`src/rtl/uart_rx_driver.sv`:
```
// uart_rx_driver: single-clock 8N1 UART receiver, LSB first.
// The bytes it recovers are presented with a one-cycle out_ready pulse.
// A stop bit sampled low raises a one-cycle frame_err pulse.
// Optional feature macro: UART_RX_MAJORITY_EN. When it is defined, each bit
// decision takes a 3-sample majority vote instead of a single rxd_s sample.
module uart_rx_driver #(
  parameter int unsigned BAUD_PERIOD = 434
) (
  input  logic       clk,
  input  logic       reset,
  input  logic       rxd,
  output logic [7:0] out,
  output logic       out_ready,
  output logic       frame_err,
  output logic       busy
);

  localparam int unsigned CNT_W = $clog2(BAUD_PERIOD) + 1;
  localparam int unsigned HALF  = BAUD_PERIOD / 2;

  localparam logic [CNT_W-1:0] CNT_HALF_M1 = CNT_W'(HALF - 1);
  localparam logic [CNT_W-1:0] CNT_LAST    = CNT_W'(BAUD_PERIOD - 1);

  typedef enum logic [2:0] {
    S_IDLE  = 3'd0,
    S_START = 3'd1,
    S_DATA  = 3'd2,
    S_STOP  = 3'd3,
    S_BRK   = 3'd4
  } state_e;

  state_e           state_q, state_d;
  logic [CNT_W-1:0] cnt_q, cnt_d;
  logic [2:0]       bit_q, bit_d;
  logic [7:0]       shreg_q, shreg_d;
  logic [7:0]       out_q, out_d;
  logic             out_ready_q, out_ready_d;
  logic             frame_err_q, frame_err_d;
  logic             busy_q, busy_d;
  logic             rxd_meta_q, rxd_meta_d;
  logic             rxd_s_q, rxd_s_d;
  logic             samp_c;

`ifdef UART_RX_MAJORITY_EN
  // The two previous rxd_s values. Together with the current rxd_s they form the 3-sample window.
  logic [1:0]       hist_q, hist_d;
`endif

  // Two-flop synchronizer on rxd, plus the sample value used for bit decisions
  always_comb begin
    rxd_meta_d = rxd;
    rxd_s_d    = rxd_meta_q;
`ifdef UART_RX_MAJORITY_EN
    hist_d = {hist_q[0], rxd_s_q};
    samp_c = (rxd_s_q & hist_q[0]) | (rxd_s_q & hist_q[1]) | (hist_q[0] & hist_q[1]);
`else
    samp_c = rxd_s_q;
`endif
  end

  // Synchronizer and sample-history registers; the line idles high after reset
  always_ff @(posedge clk) begin
    if (reset) begin
      rxd_meta_q <= 1'b1;
      rxd_s_q    <= 1'b1;
`ifdef UART_RX_MAJORITY_EN
      hist_q     <= 2'b11;
`endif
    end else begin
      rxd_meta_q <= rxd_meta_d;
      rxd_s_q    <= rxd_s_d;
`ifdef UART_RX_MAJORITY_EN
      hist_q     <= hist_d;
`endif
    end
  end

  // Next-state, bit-timing and registered-output logic of the receive FSM
  always_comb begin
    state_d     = state_q;
    cnt_d       = cnt_q + CNT_W'(1);
    bit_d       = bit_q;
    shreg_d     = shreg_q;
    out_d       = out_q;
    out_ready_d = 1'b0;
    frame_err_d = 1'b0;

    unique case (state_q)
      S_IDLE: begin
        cnt_d = '0;
        if (!rxd_s_q) begin
          state_d = S_START;
        end
      end
      S_START: begin
        if (cnt_q == CNT_HALF_M1) begin
          cnt_d = '0;
          if (!samp_c) begin
            state_d = S_DATA;
            bit_d   = 3'd0;
          end else begin
            state_d = S_IDLE;
          end
        end
      end
      S_DATA: begin
        if (cnt_q == CNT_LAST) begin
          cnt_d   = '0;
          shreg_d = {samp_c, shreg_q[7:1]};
          bit_d   = bit_q + 3'd1;
          if (bit_q == 3'd7) begin
            state_d = S_STOP;
          end
        end
      end
      S_STOP: begin
        if (cnt_q == CNT_LAST) begin
          cnt_d = '0;
          if (samp_c) begin
            out_d       = shreg_q;
            out_ready_d = 1'b1;
            state_d     = S_IDLE;
          end else begin
            frame_err_d = 1'b1;
            state_d     = S_BRK;
          end
        end
      end
      S_BRK: begin
        // A line held low must not start a new frame. Wait until it goes high again.
        cnt_d = '0;
        if (rxd_s_q) begin
          state_d = S_IDLE;
        end
      end
      default: begin
        cnt_d   = '0;
        state_d = S_IDLE;
      end
    endcase

    busy_d = (state_d != S_IDLE);
  end

  // FSM state and output registers
  always_ff @(posedge clk) begin
    if (reset) begin
      state_q     <= S_IDLE;
      cnt_q       <= '0;
      bit_q       <= 3'd0;
      shreg_q     <= 8'h00;
      out_q       <= 8'h00;
      out_ready_q <= 1'b0;
      frame_err_q <= 1'b0;
      busy_q      <= 1'b0;
    end else begin
      state_q     <= state_d;
      cnt_q       <= cnt_d;
      bit_q       <= bit_d;
      shreg_q     <= shreg_d;
      out_q       <= out_d;
      out_ready_q <= out_ready_d;
      frame_err_q <= frame_err_d;
      busy_q      <= busy_d;
    end
  end

  assign out       = out_q;
  assign out_ready = out_ready_q;
  assign frame_err = frame_err_q;
  assign busy      = busy_q;

endmodule

```
`config.mk`:
```
export PLATFORM = sky130hd
export DESIGN_NAME = uart_rx_driver
export DESIGN_NICKNAME = d
export VERILOG_FILES = /design/src/rtl/uart_rx_driver.sv
export SDC_FILE = /design/constraint.sdc
export NUM_CORES = 1
export LEC_CHECK = 0
export ABC_AREA = 1
export ABC_CLOCK_PERIOD_IN_PS = 3200
export CAP_MARGIN = 20
export CORE_MARGIN = 2
export CORE_UTILIZATION = 34
export CTS_BUF_LIST = sky130_fd_sc_hd__clkbuf_4
export DETAILED_ROUTE_END_ITERATION = 7
export SLEW_MARGIN = 20
export SYNTH_ARGS = -nofsm -noshare
export SYNTH_HDL_FRONTEND = slang
export SYNTH_SLANG_ARGS = --single-unit
```
`constraint.sdc`:
```
create_clock -name clk -period 3.2 [get_ports clk]
set_input_delay 0.32 -clock clk [delete_from_list [all_inputs] [get_ports clk]]
set_output_delay 0.32 -clock clk [all_outputs]
set_load 0.05 [all_outputs]
```
After elaboration in Yosys (flattened, before gate mapping). Index checks and enable logic that the tools add are counted.

Muxes and demuxes: 18. Eq/ne operators: 10. Bitwise operators: 2. $add $sub $neg: 2. Reductions and logical operators: 8.

Operators by type and width (count): $mux 3 (10); $mux 10 (2); $pmux 10 s2 (1); $pmux 3 s5 (1); $add 10x1->10 const B (1); $eq 10x8->1 const B (1); $eq 10x9->1 const B (1); $eq 3x2->1 const B (2); $eq 3x3->1 const B (2); $ne 2x2->1 const B (3); $pmux 3 s2 (1); $reduce_and 4->1 (1); $add 3x1->3 const B (1); $eq 3x1->1 const B (1); $logic_not 3->1 (1); $reduce_and 3->1 (1); $reduce_bool 3->1 (1); $reduce_or 3->1 (1); $mux 1 (2); $mux 2 (1); $not 1->1 (2); $reduce_and 2->1 (1); $reduce_bool 2->1 (1); $reduce_or 2->1 (1).

Register bits after elaboration: 37. Output and inout port bits: 11. Logic and storage cells: 50. Input bits: 3.

Depth between registers and ports, before layout. Gate-level depths: netlist of run 1.

Depth after elaboration: 5. Depth in mapped cells: 10. Depth with buffers taken out: 10.

Worst setup path before layout of run 1. Ideal clock, no wire load.

Kind: register -> register. From: register cnt_q[0]. To: register cnt_q[9]. Required time: 3083 ps. Data arrival time: 1265 ps. Buffers on the path: 0. Slack: 1817 ps. Period minus slack after synthesis: 1383 ps. Library setup time: 117 ps. Stages on the path, launching flop included: 9. Path through: dfxtp_1 -> inv_1 -> ha_1 -> nor3b_1 -> nand3_1 -> nand2_1 -> nand2_1 -> nand4_4 -> nor2_1.

Cells in the longest elaborated chain, start to end: 3. Elaborated cells between the ends (all ways): 6. Classes of those cells: add/sub (1); eq/ne (2); mux (3).

Ends and longest elaborated chain: start: declaration (RTL line 33) `logic [CNT_W-1:0] cnt_q, cnt_d;`; start signal: assignment (RTL line 158) `cnt_q <= cnt_d;`; $add 10x1->10 (tied with other cells) (RTL line 81) `cnt_d = cnt_q + CNT_W'(1);`; $mux 10 (on tied branches) (RTL line 107, 117, 96); $pmux 10 s2 (*) (RTL line 88) `unique case (state_q)`.

Mark *: on every way between the ends. The rest lies on a longest branch, timed or not. A chain may end at the register's enable or synchronous reset.

Worst setup path in the final report of run 1.
From: register busy_q, in the netlist busy. To: output busy.

RTL lines: start: declaration (RTL line 39) `logic busy_q, busy_d;`; start signal: assignment (RTL line 164) `busy_q <= busy_d;`; end: declaration (RTL line 15) `output logic busy`.

No word-level cell between the ends.

==> run metrics, run 1 <==
syn_nets between 200 and 250; Crit Path Class flop to primary output; fillers 458; RSZ-0062 raised after global routing false; critical path, cell by cell clkdlybuf4s50_1; Non-Filler Instances between 200 and 300; setup TNS 0 ns; status finished, final reports clean; CTS H-tree depth 2; postcts setup bufs 0; vias in the first global route 1111; achievable frequency between 500 and 600 MHz; Combinational Power Share 2.8%; most common cell in the netlist nor2_1; worst slew margin relative to its limit 57.49%; Post-synth top cells nor2_1, dfxtp_1, nand2_1, inv_1, o21ai_0; HPWL after detailed placement 2.058 mm; top post-synthesis cells by area dfxtp_1, nor2_1, nand2_1; Layout area overhead 16.99%; cts repair resizes 0; Max Slew Vio Count 0; data arrival time at the worst-slack endpoint ~1.5 ns; multi-input logic area 767.0 sq um; Clock Path Buffers 2; DRC viols 0; Initial Util 35.78%; CTS buffer count 5; dpl cells 265; P_leak 0.7790 nW; PortBufs 13; yosys warns 0; Tot Pwr 817.5 uW; largest net degree at the start of global routing 25; CTS tree built; Routed WL per cell approximately 11 microns; CP Data Required Time 2.88 ns; GRT overflow 0; die width 72.39 microns; Total Routing Usage GR 12.30%; Clk network pwr share a little over 40%; Post-layout nets 228; Die Ht 72.39 microns; post-route ant nets 0; cell family with most CP delay buffers and inverters; Clk Latency, worst-skew pair 0.34 ns; Max stage delay on crit path 0.80 ns; Hold Vio Cnt, Final 0; worst vdd ir 243.1 uV; WHS 0.4255 ns; sequential share of power between 50% and 60%; initial antenna violation count 0; Switching Fraction 20.94%; P_sw 171.2 uW; crit share post-route 56.97%; area of the mapped netlist 1590 sq um; worst slew pin tran around 0.64 ns; Worst-path clk slew 0.11 ns; Initial DRT Pass Iterations 4; first-pass GRT wire length 5.009 mm; Max-Cap Viols 0; I/O pins 14; # diodes 0; register bit count reported by yosys 37; DR vias roughly 1200; FF-to-FF setup slack about 1.6 ns; Vias/cell 4.527; Die Area 5240 sq um; Starting DRT DRC Count 69; post-route minimum period 1.823 ns; Rows 24; Pint 646.3 uW; cell area power density 439.4 nW/um^2; Seq/Total Area, Yosys 46.58%; Synth Area per Inst 7.873 sq um; Synth Flop Type dfxtp_1; CTS sink count 37; ratio of cells with drive above 1 in the final layout 10.86%; CP max FO 1; Final setup viols 0; CTS root buffer clkbuf_4; CP Launch Type flop; Cells after Synth 202; Synth cell types 25; Worst Skew 0.007875 ns; CTS Hold Bufs 0; WL final approximately 2.9 mm; Core ar. 4444 sq um; worst hold path class flop to flop; FF/Latch Area 740.7 sq um; Buf/Inv on CP 1; number of synthesized flops with an enable pin 0; leading area contributor after synthesis dfxtp_1; gp weighted congestion about 0.81; top cell type's share of synthesized area 46.58%; Worst path slowest cell clkdlybuf4s50_1; Setup crit end kind primary output; Async S/R FF share, synth 0%
registers in the layout, indices dropped and copies added, names as in the netlist:
signal	cells
rxd_s_q	1
state_q	3
busy	1
out	8
frame_err	1
cnt_q	10
rxd_meta_q	1
out_ready	1
shreg_q	8
bit_q	3
cells by family (layout without fill, tap and decap cells):
logic type	after synthesis	count (layout)	share of synthesized area (%)
buffers and inverters	21	40	5.192
adders and majority gates	5	5	3.934
DFF	37	37	46.58
and+or+nand+nor	108	108	32.89
AOI/OAI and AO/OA	24	24	7.553
xor gates and xnor gates	7	7	3.855
through the flow:
step	area [sq um]	utilization (%)	setup slack (ns)
detailed placement	1777	39.98	1.382
global placement	1777	39.98	1.416
global route	1861	41.86	1.319
floorplan	1590	-	1.817
finish	1861	41.86	1.377
CTS	1861	41.86	1.336
layer usage:
layer	wire length [microns]	up-vias	GRT usage, %	part of all wire [%]
li1	-	680	-	-
met1	1530	527	16.27	53
met2	1146	20	18.14	40
met3	116	9	3.333	4.0
met4	80	0	6.790	2.8
met5	0	-	0	0
placed cells by master, fill, tap and decap left out, types with 2 or more instances in the layout:
master            n
inv_1            18
xor2_1            4
clkbuf_4          6
nor2_4            2
nor3_1            4
nand2_1          23
ha_1              5
o21ai_0          15
nand3_2           2
or2_2             3
nor2_2            2
o21ai_1           2
nor3b_1           2
nand3_1          11
dfxtp_1          37
a21oi_1           7
nand2_2           3
xnor2_1           3
nor2_1           52
clkdlybuf4s50_1  13
power groups by stage:
stage / sequential [mW] / combinational (mW) / clock (mW)
global placement: 0.476 / 0.0232 / 0
global route: 0.466 / 0.0255 / 0.361
finish: 0.465 / 0.0230 / 0.329
detailed placement: 0.476 / 0.0232 / 0
floorplan: 0.478 / 0.0143 / 0
CTS: 0.466 / 0.0232 / 0.342
final timing paths:
check                         from                  end  depth (start not counted)
max                busy$_SDFF_PP0_                 busy                          1
min          rxd_meta_q$_SDFF_PP1_   rxd_s_q$_SDFF_PP1_                          1
max reg2reg    cnt_q[0]$_SDFF_PP0_  cnt_q[9]$_SDFF_PP0_                          8
min reg2reg  rxd_meta_q$_SDFF_PP1_   rxd_s_q$_SDFF_PP1_                          1
final cells by class:
type	count	area share, %
Timing Repair Buffer	13	6.994
Clock inverter	2	2.085
Inverter	19	3.968
Sequential cell	37	39.81
Clock buffer	6	2.421
Multi-Input combinational cell	144	41.22
Tap cell	52	3.497
Power figures use the tool's default switching activity.
==> run 2: changes to the inputs <==
Settings changed: ABC_CLOCK_PERIOD_IN_PS 3200 to 1900.
Clock period 3.2 ns to 1.9 ns, I/O delays scaled along.
==> run metrics, run 2 (synthesized netlist as in run 1, its figures left out) <==
CTS Hold Bufs 0; Core ar. about 4400 sq um; worst vdd ir 439.7 uV; Switching Fraction 22.22%; critical path depth 1; Worst Skew 0.01179 ns; # diodes 0; achievable frequency 593.5 MHz; Tot Pwr 1.373 mW; commonest non-fill, non-tap cells in the layout nor2_1, dfxtp_1, nand2_1, inv_1, o21ai_0; Post-layout nets 229; CTS sink count 37; CP max FO 2; dpl cells 266; Clk Latency, worst-skew pair about 0.35 ns; Worst path slowest cell clkdlybuf4s50_1; Combinational Power Share 3.0%; Hold Vio Cnt, Final 0; FF-to-FF setup slack 0.30 ns; crit path from out[5]$_SDFFE_PP0P_; CTS root buffer clkbuf_4; CP Launch Type flop; P_leak about 0.78 nW; first-pass GRT wire length 5.326 mm; WL final about 3 mm; Max stage delay on crit path approximately 0.8 ns; CP Data Required Time 1.71 ns; Pint 1.068 mW; CTS buffer count 5; setup TNS 0 ns; DR vias 1259; Max Slew Vio Count 0; Initial Util 35.78%; Crit Path Class flop to primary output; data arrival time at the worst-slack endpoint between 1 and 1.5 ns; P_sw 305.0 uW; status finished, final reports clean; Routed WL per cell 10.91 microns; post-route ant nets 0; PortBufs 13; largest net degree at the start of global routing 21; Biggest register cnt_q; CTS tree built; I/O pins 14; Buf/Inv on CP 1; Initial DRT Pass Iterations 5; Non-Filler Instances 274; Clock Path Buffers 2; Worst-path clk slew 0.12 ns; Total Routing Usage GR 12.96%; CP Capture Point out[5]; vias in the first global route 1199; Core Util, Final 41.92%; fillers 469; postcts setup bufs 0; ratio of cells with drive above 1 in the final layout 10.81%; reg-to-reg startpoint cnt_q[0]$_SDFF_PP0_; worst slew pin tran 0.5870 ns; Max-Cap Viols 0; die width 72.39 microns; Die Area between 5000 and 6000 sq um; RSZ-0062 raised after global routing false; Starting DRT DRC Count 43; Setup crit end kind primary output; gp weighted congestion ~0.77; sequential share of power 57.1%; worst hold path class primary input to flop; Final setup viols 0; hold path cells 2; Die Ht 72.39 microns; Clk network pwr share 39.9%; R2R depth 8; Layout area overhead 17.15%; HPWL after detailed placement 2.153 mm; post-route minimum period about 1.7 ns; cell family with most CP delay buffers and inverters; worst slew margin relative to its limit 60.83%; max reg flops 10; Rows 24; GRT overflow 0; critical path, cell by cell clkdlybuf4s50_1; DRC viols 0; cell area power density 736.8 nW/um^2; Vias/cell 4.595; reg-to-reg critical path endpoint cnt_q[2]$_SDFF_PP0_; CTS H-tree depth 2; cts repair resizes 0; initial antenna violation count 0; crit share post-route 88.68%; commonest non-fill, non-tap cell in the layout nor2_1
[run 2: power by group through the flow]
stage                     registers (mW)  clock network, mW  logic (mW)
final                              0.784              0.548      0.0412
after global routing               0.785              0.593      0.0460
after CTS                          0.784              0.562      0.0415
after detailed placement           0.801                  0      0.0414
after global placement             0.801                  0      0.0411
after floorplan                    0.805                  0      0.0241
[run 2: area by class of cell]
class / instances / area, sq um / share of cell area [%]
Multi-Input combinational cell: 144 / 767.0 / 41.17
Clock buffer: 5 / 37.54 / 2.015
Tap cell: 52 / 65.06 / 3.492
Sequential cell: 37 / 740.7 / 39.76
Timing Repair Buffer: 14 / 137.6 / 7.387
Clock inverter: 3 / 41.29 / 2.216
Inverter: 19 / 73.82 / 3.962
[run 2: layer usage]
layer  GRT usage (%)  vias to the layer above  share of wire (%)
met5               0                        -                  0
met4           5.556                        0                1.5
met3           3.750                        4                3.8
met2           19.67                       20                 42
met1           17.18                      554                 52
li1                -                      681                  -
[run 2: per-stage QoR]
stage	hold WS [ns]	area [sq um]	setup slack [ns]
after floorplan	0.2624	1590	0.5174
after global placement	0.3909	1784	0.2283
after detailed placement	0.3980	1784	0.2428
after CTS	0.3984	1863	0.1940
after global routing	0.4105	1863	0.1389
final	0.4017	1863	0.2152
[run 2: worst min-delay path by stage]
stage                                from               endpoint  slack, ns
finish                                rxd  rxd_meta_q$_SDFF_PP1_       0.40
detailed placement  rxd_meta_q$_SDFF_PP1_     rxd_s_q$_SDFF_PP1_       0.40
floorplan                           reset   out_ready$_SDFF_PP0_       0.26
global route                          rxd  rxd_meta_q$_SDFF_PP1_       0.41
global placement    rxd_meta_q$_SDFF_PP1_     rxd_s_q$_SDFF_PP1_       0.39
CTS                                   rxd  rxd_meta_q$_SDFF_PP1_       0.40
